--- src/rtl/model_matrix_pkg.sv ---
// model_matrix_pkg: shared FSM encoding, constants and address-width helper for the matrix stream blocks
package model_matrix_pkg;
    typedef enum logic [1:0] {IDLE = 2'd0, STREAM = 2'd1, DONE = 2'd2} state_t;
    localparam int DATA_W = 64;
    localparam int CONTROL_W = 64;
    localparam logic [DATA_W-1:0] ZERO_DATA = '0;
    localparam logic [DATA_W-1:0] ONE_DATA = DATA_W'(1);
    localparam logic [CONTROL_W-1:0] ZERO_CONTROL = '0;
    localparam logic [CONTROL_W-1:0] ONE_CONTROL = CONTROL_W'(1);
    function automatic int clog2(input int n);
        int r;
        r = 0;
        while ((1 << r) < n) r++;
        return (r < 1) ? 1 : r;
    endfunction
endpackage

--- src/rtl/model_matrix_buffer_ram.sv ---
// model_matrix_buffer_ram: SIZE_I*SIZE_J word buffer, one write port and one combinational read port
module model_matrix_buffer_ram #(
    parameter int DATA_SIZE = 64,
    parameter int DEPTH = 16,
    parameter int AW = 4
) (
    input  logic                 CLK,
    input  logic                 we,
    input  logic [AW-1:0]        waddr,
    input  logic [DATA_SIZE-1:0] wdata,
    input  logic [AW-1:0]        raddr,
    output logic [DATA_SIZE-1:0] rdata
);
    logic [DATA_SIZE-1:0] mem [DEPTH];
    always_ff @(posedge CLK) if (we) mem[waddr] <= wdata;
    assign rdata = mem[raddr];
endmodule

--- src/rtl/model_matrix_stream_source.sv ---
// model_matrix_stream_source: host-loaded matrix buffer replayed row-major as an I/J-enabled element stream.
// Define MATRIX_STREAM_SOURCE_CHECK_EN to add the sticky SIZE_ERROR output.
module model_matrix_stream_source
    import model_matrix_pkg::*;
#(
    parameter int DATA_SIZE = 64,
    parameter int CONTROL_SIZE = 64,
    parameter int SIZE_I = 4,
    parameter int SIZE_J = 4
) (
    input  logic                 CLK,
    input  logic                 RST,
    input  logic                 START,
    output logic                 READY,
    output logic                 BUSY,
    input  logic                 LOAD_ENABLE,
    input  logic [DATA_SIZE-1:0] LOAD_I,
    input  logic [DATA_SIZE-1:0] LOAD_J,
    input  logic [DATA_SIZE-1:0] LOAD_DATA,
    input  logic [DATA_SIZE-1:0] SIZE_I_IN,
    input  logic [DATA_SIZE-1:0] SIZE_J_IN,
    input  logic                 REQUEST,
`ifdef MATRIX_STREAM_SOURCE_CHECK_EN
    output logic                 SIZE_ERROR,
`endif
    output logic                 DATA_OUT_I_ENABLE,
    output logic                 DATA_OUT_J_ENABLE,
    output logic [DATA_SIZE-1:0] DATA_OUT
);
    localparam int DEPTH = SIZE_I * SIZE_J;
    localparam int AW = clog2(DEPTH);
    state_t state_q, state_d;
    logic [DATA_SIZE-1:0] i_q, i_d, j_q, j_d, size_i_q, size_i_d, size_j_q, size_j_d;
    logic [DATA_SIZE-1:0] data_out_q, data_out_d, rdata;
    logic ien_q, ien_d, jen_q, jen_d;
    logic start_ok, size_bad, load_ok, issue, last_j, drained;
`ifdef MATRIX_STREAM_SOURCE_CHECK_EN
    logic size_error_q, size_error_d;
`endif
    model_matrix_buffer_ram #(.DATA_SIZE(DATA_SIZE), .DEPTH(DEPTH), .AW(AW)) u_ram (
        .CLK  (CLK),
        .we   (load_ok),
        .waddr(AW'(LOAD_I * DATA_SIZE'(SIZE_J) + LOAD_J)),
        .wdata(LOAD_DATA),
        .raddr(AW'(i_q * DATA_SIZE'(SIZE_J) + j_q)),
        .rdata(rdata)
    );
    always_ff @(posedge CLK or posedge RST) begin
        if (RST) begin
            state_q    <= IDLE;
            i_q        <= ZERO_DATA;
            j_q        <= ZERO_DATA;
            size_i_q   <= ZERO_DATA;
            size_j_q   <= ZERO_DATA;
            data_out_q <= ZERO_DATA;
            ien_q      <= 1'b0;
            jen_q      <= 1'b0;
`ifdef MATRIX_STREAM_SOURCE_CHECK_EN
            size_error_q <= 1'b0;
`endif
        end else begin
            state_q    <= state_d;
            i_q        <= i_d;
            j_q        <= j_d;
            size_i_q   <= size_i_d;
            size_j_q   <= size_j_d;
            data_out_q <= data_out_d;
            ien_q      <= ien_d;
            jen_q      <= jen_d;
`ifdef MATRIX_STREAM_SOURCE_CHECK_EN
            size_error_q <= size_error_d;
`endif
        end
    end
    // i reaching size_i_int marks every element issued; STREAM lingers one cycle so READY trails the last pulse
    always_comb begin
        size_bad   = SIZE_I_IN == ZERO_DATA || SIZE_J_IN == ZERO_DATA ||
                     SIZE_I_IN > DATA_SIZE'(SIZE_I) || SIZE_J_IN > DATA_SIZE'(SIZE_J);
        start_ok   = state_q == IDLE && START;
        drained    = i_q == size_i_q;
        issue      = state_q == STREAM && REQUEST && !drained;
        last_j     = j_q == size_j_q - ONE_DATA;
        load_ok    = LOAD_ENABLE && !BUSY && LOAD_I < DATA_SIZE'(SIZE_I) && LOAD_J < DATA_SIZE'(SIZE_J);
        state_d    = start_ok ? (size_bad ? DONE : STREAM) :
                     (state_q == STREAM && drained) ? DONE :
                     state_q == DONE ? IDLE : state_q;
        size_i_d   = start_ok ? SIZE_I_IN : size_i_q;
        size_j_d   = start_ok ? SIZE_J_IN : size_j_q;
        i_d        = start_ok ? ZERO_DATA : (issue && last_j) ? i_q + ONE_DATA : i_q;
        j_d        = start_ok ? ZERO_DATA : issue ? (last_j ? ZERO_DATA : j_q + ONE_DATA) : j_q;
        data_out_d = issue ? rdata : data_out_q;
        jen_d      = issue;
        ien_d      = issue && j_q == ZERO_DATA;
`ifdef MATRIX_STREAM_SOURCE_CHECK_EN
        size_error_d = ((start_ok && size_bad) || (LOAD_ENABLE && !load_ok)) ? 1'b1 :
                       start_ok ? 1'b0 : size_error_q;
`endif
    end
    always_comb begin
        BUSY              = state_q == STREAM;
        READY             = state_q == DONE;
        DATA_OUT          = data_out_q;
        DATA_OUT_I_ENABLE = ien_q;
        DATA_OUT_J_ENABLE = jen_q;
`ifdef MATRIX_STREAM_SOURCE_CHECK_EN
        SIZE_ERROR        = size_error_q;
`endif
    end
endmodule

--- config.mk ---
export PLATFORM = sky130hd
export DESIGN_NAME = model_matrix_stream_source
export DESIGN_NICKNAME = d
export VERILOG_FILES = /design/src/rtl/model_matrix_pkg.sv /design/src/rtl/model_matrix_buffer_ram.sv /design/src/rtl/model_matrix_stream_source.sv
export SDC_FILE = /design/constraint.sdc
export NUM_CORES = 2
export LEC_CHECK = 0
export CAP_MARGIN = 30
export CORE_ASPECT_RATIO = 0.6
export CORE_MARGIN = 2
export CORE_UTILIZATION = 60
export CTS_BUF_LIST = sky130_fd_sc_hd__clkbuf_4 sky130_fd_sc_hd__clkbuf_8
export DETAILED_ROUTE_END_ITERATION = 8
export PLACE_DENSITY = 0.78
export SLEW_MARGIN = 20
export SYNTH_ARGS = -nofsm -noshare
export SYNTH_HDL_FRONTEND = slang
export SYNTH_HIERARCHICAL = 1
export SYNTH_SLANG_ARGS = --single-unit
--- constraint.sdc ---
create_clock -name CLK -period 13.8 [get_ports CLK]
set_clock_uncertainty 0.1 [all_clocks]
set_input_delay 2.76 -clock CLK [delete_from_list [all_inputs] [get_ports CLK]]
set_output_delay 2.76 -clock CLK [all_outputs]
set_load 0.05 [all_outputs]
==> results_dict.tcl <==
set metrics [dict create \
    status "complete, no violations" \
    drive_above_1_share_pct 17.4 \
    finalNonFillerCells 5452 \
    swShare_pct 22.6 \
    gp_congestion 0.960 \
    timing.fmax_mhz 151 \
    peakVddDrop_mv 0.110 \
    portBuffers 392 \
    ys.flop_type "edfxtp_1" \
    first_pass_iters 9 \
    crit_path_max_incr_delay_ns 0.79 \
    max_slew.worst_pin.slew_ns 1.07 \
    cts_resized 0 \
    crit_chain "clkdlybuf4s50_1, nor3_1, nand4_1, or4_1, nor2_1, nand3b_1, nor2_4, buf_4" \
    yosysUniqueCellTypes 68 \
    slew_headroom_pct 28.5 \
    nFillCells 5994 \
    tns_ns 0 \
    syn_inst 3644 \
    required_ns 14.18 \
    die_w_um 400 \
    fin_crit_ns 6.60 \
    core_mm2 0.0936 \
    synth_top_cell_by_area "edfxtp_1" \
    die_h_um 242 \
    drt-initial-drc-count 4447 \
    cts_buffers 183 \
    overflow 0 \
    end_kind "flop" \
    hpwl_mm 88.5 \
    synth.area.top_cells "edfxtp_1 54%, dfrtp_1 14%, mux4_2 10%" \
    netlist_area_mm2 0.0565 \
    hold_class "flop to flop" \
    clock_sinks 1348 \
    clock_tree.root_cell "clkbuf_8" \
    grt_util_all_layers_pct 29.5 \
    power_mw 7.99 \
    yosysTopAreaCellShare_pct 54.5 \
    worstSetupStartpointType "primary input" \
    vias 34800 \
    final_util_pct 70.0 \
    antenna_found_initial 8 \
    avgSynthCellArea_um2 15.5 \
    path_class "primary input to flop" \
    max_cap_viol_count 0 \
    drc 0 \
    pin_count 393 \
    pwr-share-seq_pct 56.2 \
    rows 87 \
    synth_commonest_cells "1024 x edfxtp_1, 552 x nand2_1, 324 x dfrtp_1" \
    leakage_nw 22.5 \
    die-area_mm2 0.0967 \
    syn_to_final_growth_pct 16.0 \
    hold_viol 0 \
    drt-total-wl_mm 142 \
    viasPerCell 6.38 \
    place_inst 5101 \
    ys_seq_area_share_pct 68.8 \
    power_frac_comb_pct 4.9 \
    grt_pass1_wl_mm 213 \
    h-tree-depth 4 \
    grt_max_degree 167 \
    hold_buffers 0 \
    yosysMostFrequentCell "edfxtp_1" \
    synth-async-reset-ratio_pct 24.0 \
    power.share.clock_pct 38.9 \
    path_max_fanout 43 \
    final_max_slew_viol_count 0 \
    yosys_warnings 6 \
    initial_utilization_pct 60.3 \
    clk_pin_slew_ns 0.06 \
    synth_edf_count 1024 \
    crit_arrival_ns 6.98 \
    nNetsFinal 4378 \
    rsz0062_at_grt "false" \
    fin_crit_sh_pct 47.8 \
    p_per_area_mw_per_mm2 122 \
    wl_per_cell_um 26.0 \
    clock_latency_ns 0.89 \
    cts_tree "yes" \
    p_int_mw 6.19 \
    slowest_stage "nor2_4" \
    first_global_vias 33900 \
    ys_seq_elements 1348 \
    synth_nets 3975 \
    final_antenna_net_count 0 \
    post-cts-setup-buffers 0 \
    p_sw_mw 1.80 \
    setup_viol 0 \
    clockBufferDepth 3 \
]
-- layout make-up --
class | count | area [µm²] | area share, %
Inverter | 26 | 105 | 0.160
Sequential cell | 1348 | 38900 | 59.3
Tap cell | 1246 | 1560 | 2.38
Antenna cell | 3 | 7.51 | 0.0115
Timing Repair Buffer | 444 | 4500 | 6.87
Clock inverter | 85 | 577 | 0.880
Clock buffer | 256 | 3220 | 4.91
Multi-Input combinational cell | 2044 | 16700 | 25.5
-- cell families after synthesis --
kind of cell / count (synthesis) / synth area share (%)
AO/OA/AOI/OAI: 352 / 4.46
XOR/XNOR: 177 / 2.75
adder cells (fa/ha/maj): 6 / 0.133
buffers and inverters: 252 / 1.95
flip-flops: 1348 / 68.8
multiplexers: 333 / 11.7
AND/OR/NAND/NOR: 1176 / 10.2
-- state kept, by name, indices dropped and copies added (netlist names), 2 cells and up --
register   cells
u_ram/mem   1024
DATA_OUT      64
i_q           64
j_q           64
size_i_q      64
size_j_q      64
state_q        2
-- stage by stage --
step	hold slack, ns	cell area [µm²]	setup slack (ns)
after floorplan	0.367	56500	1.97
after CTS	0.404	65400	7.13
after global placement	0.382	61500	6.30
after global routing	0.419	65500	7.14
after detailed placement	0.386	61600	6.21
final	0.401	65500	7.20
-- power groups by stage --
stage / registers, mW / logic [mW] / clock network [mW]
floorplan: 4.54 / 0.190 / 0
global placement: 4.57 / 0.380 / 0
detailed placement: 4.57 / 0.388 / 0
CTS: 4.49 / 0.390 / 3.16
global route: 4.49 / 0.428 / 3.34
finish: 4.49 / 0.394 / 3.11
-- worst paths after layout --
check,start,endpoint,slack (ns),depth (start not counted)
worst max-delay path,LOAD_I[41],u_ram/mem[6][9],7.20,8
worst min-delay path,size_i_q[27],size_i_q[27],0.40,2
worst max register to register,size_j_q[18],j_q[43],7.73,10
worst min register to register,size_i_q[27],size_i_q[27],0.40,2
max in group asynchronous,RST,j_q[1],9.54,3
min in group asynchronous,RST,DATA_OUT[20],2.36,2
-- per-layer routing --
layer	global-route usage [%]	vias up	wire, µm
li1	-	15100	-
met1	47.2	17600	60700
met2	41.2	1879	62700
met3	6.67	204	15300
met4	8.20	4	2770
met5	0	-	21
-- cell usage in the layout, fill, tap and decap left out, types with 94 or more instances in the layout --
cell type	netlist	final
edfxtp_1	1024	1024
nand2_1	552	551
clkdlybuf4s50_1	0	392
dfrtp_1	324	322
mux4_2	256	256
clkbuf_8	0	207
xnor2_1	132	132
a22oi_1	130	130
nor4_1	115	113
nand3_1	94	94
-- worst max-delay path, delay by kind of cell --
kind	cells	cell delay, ns
buf+inv	2	1.22
simple gates	6	2.94
(Power assumes the default switching activity.)
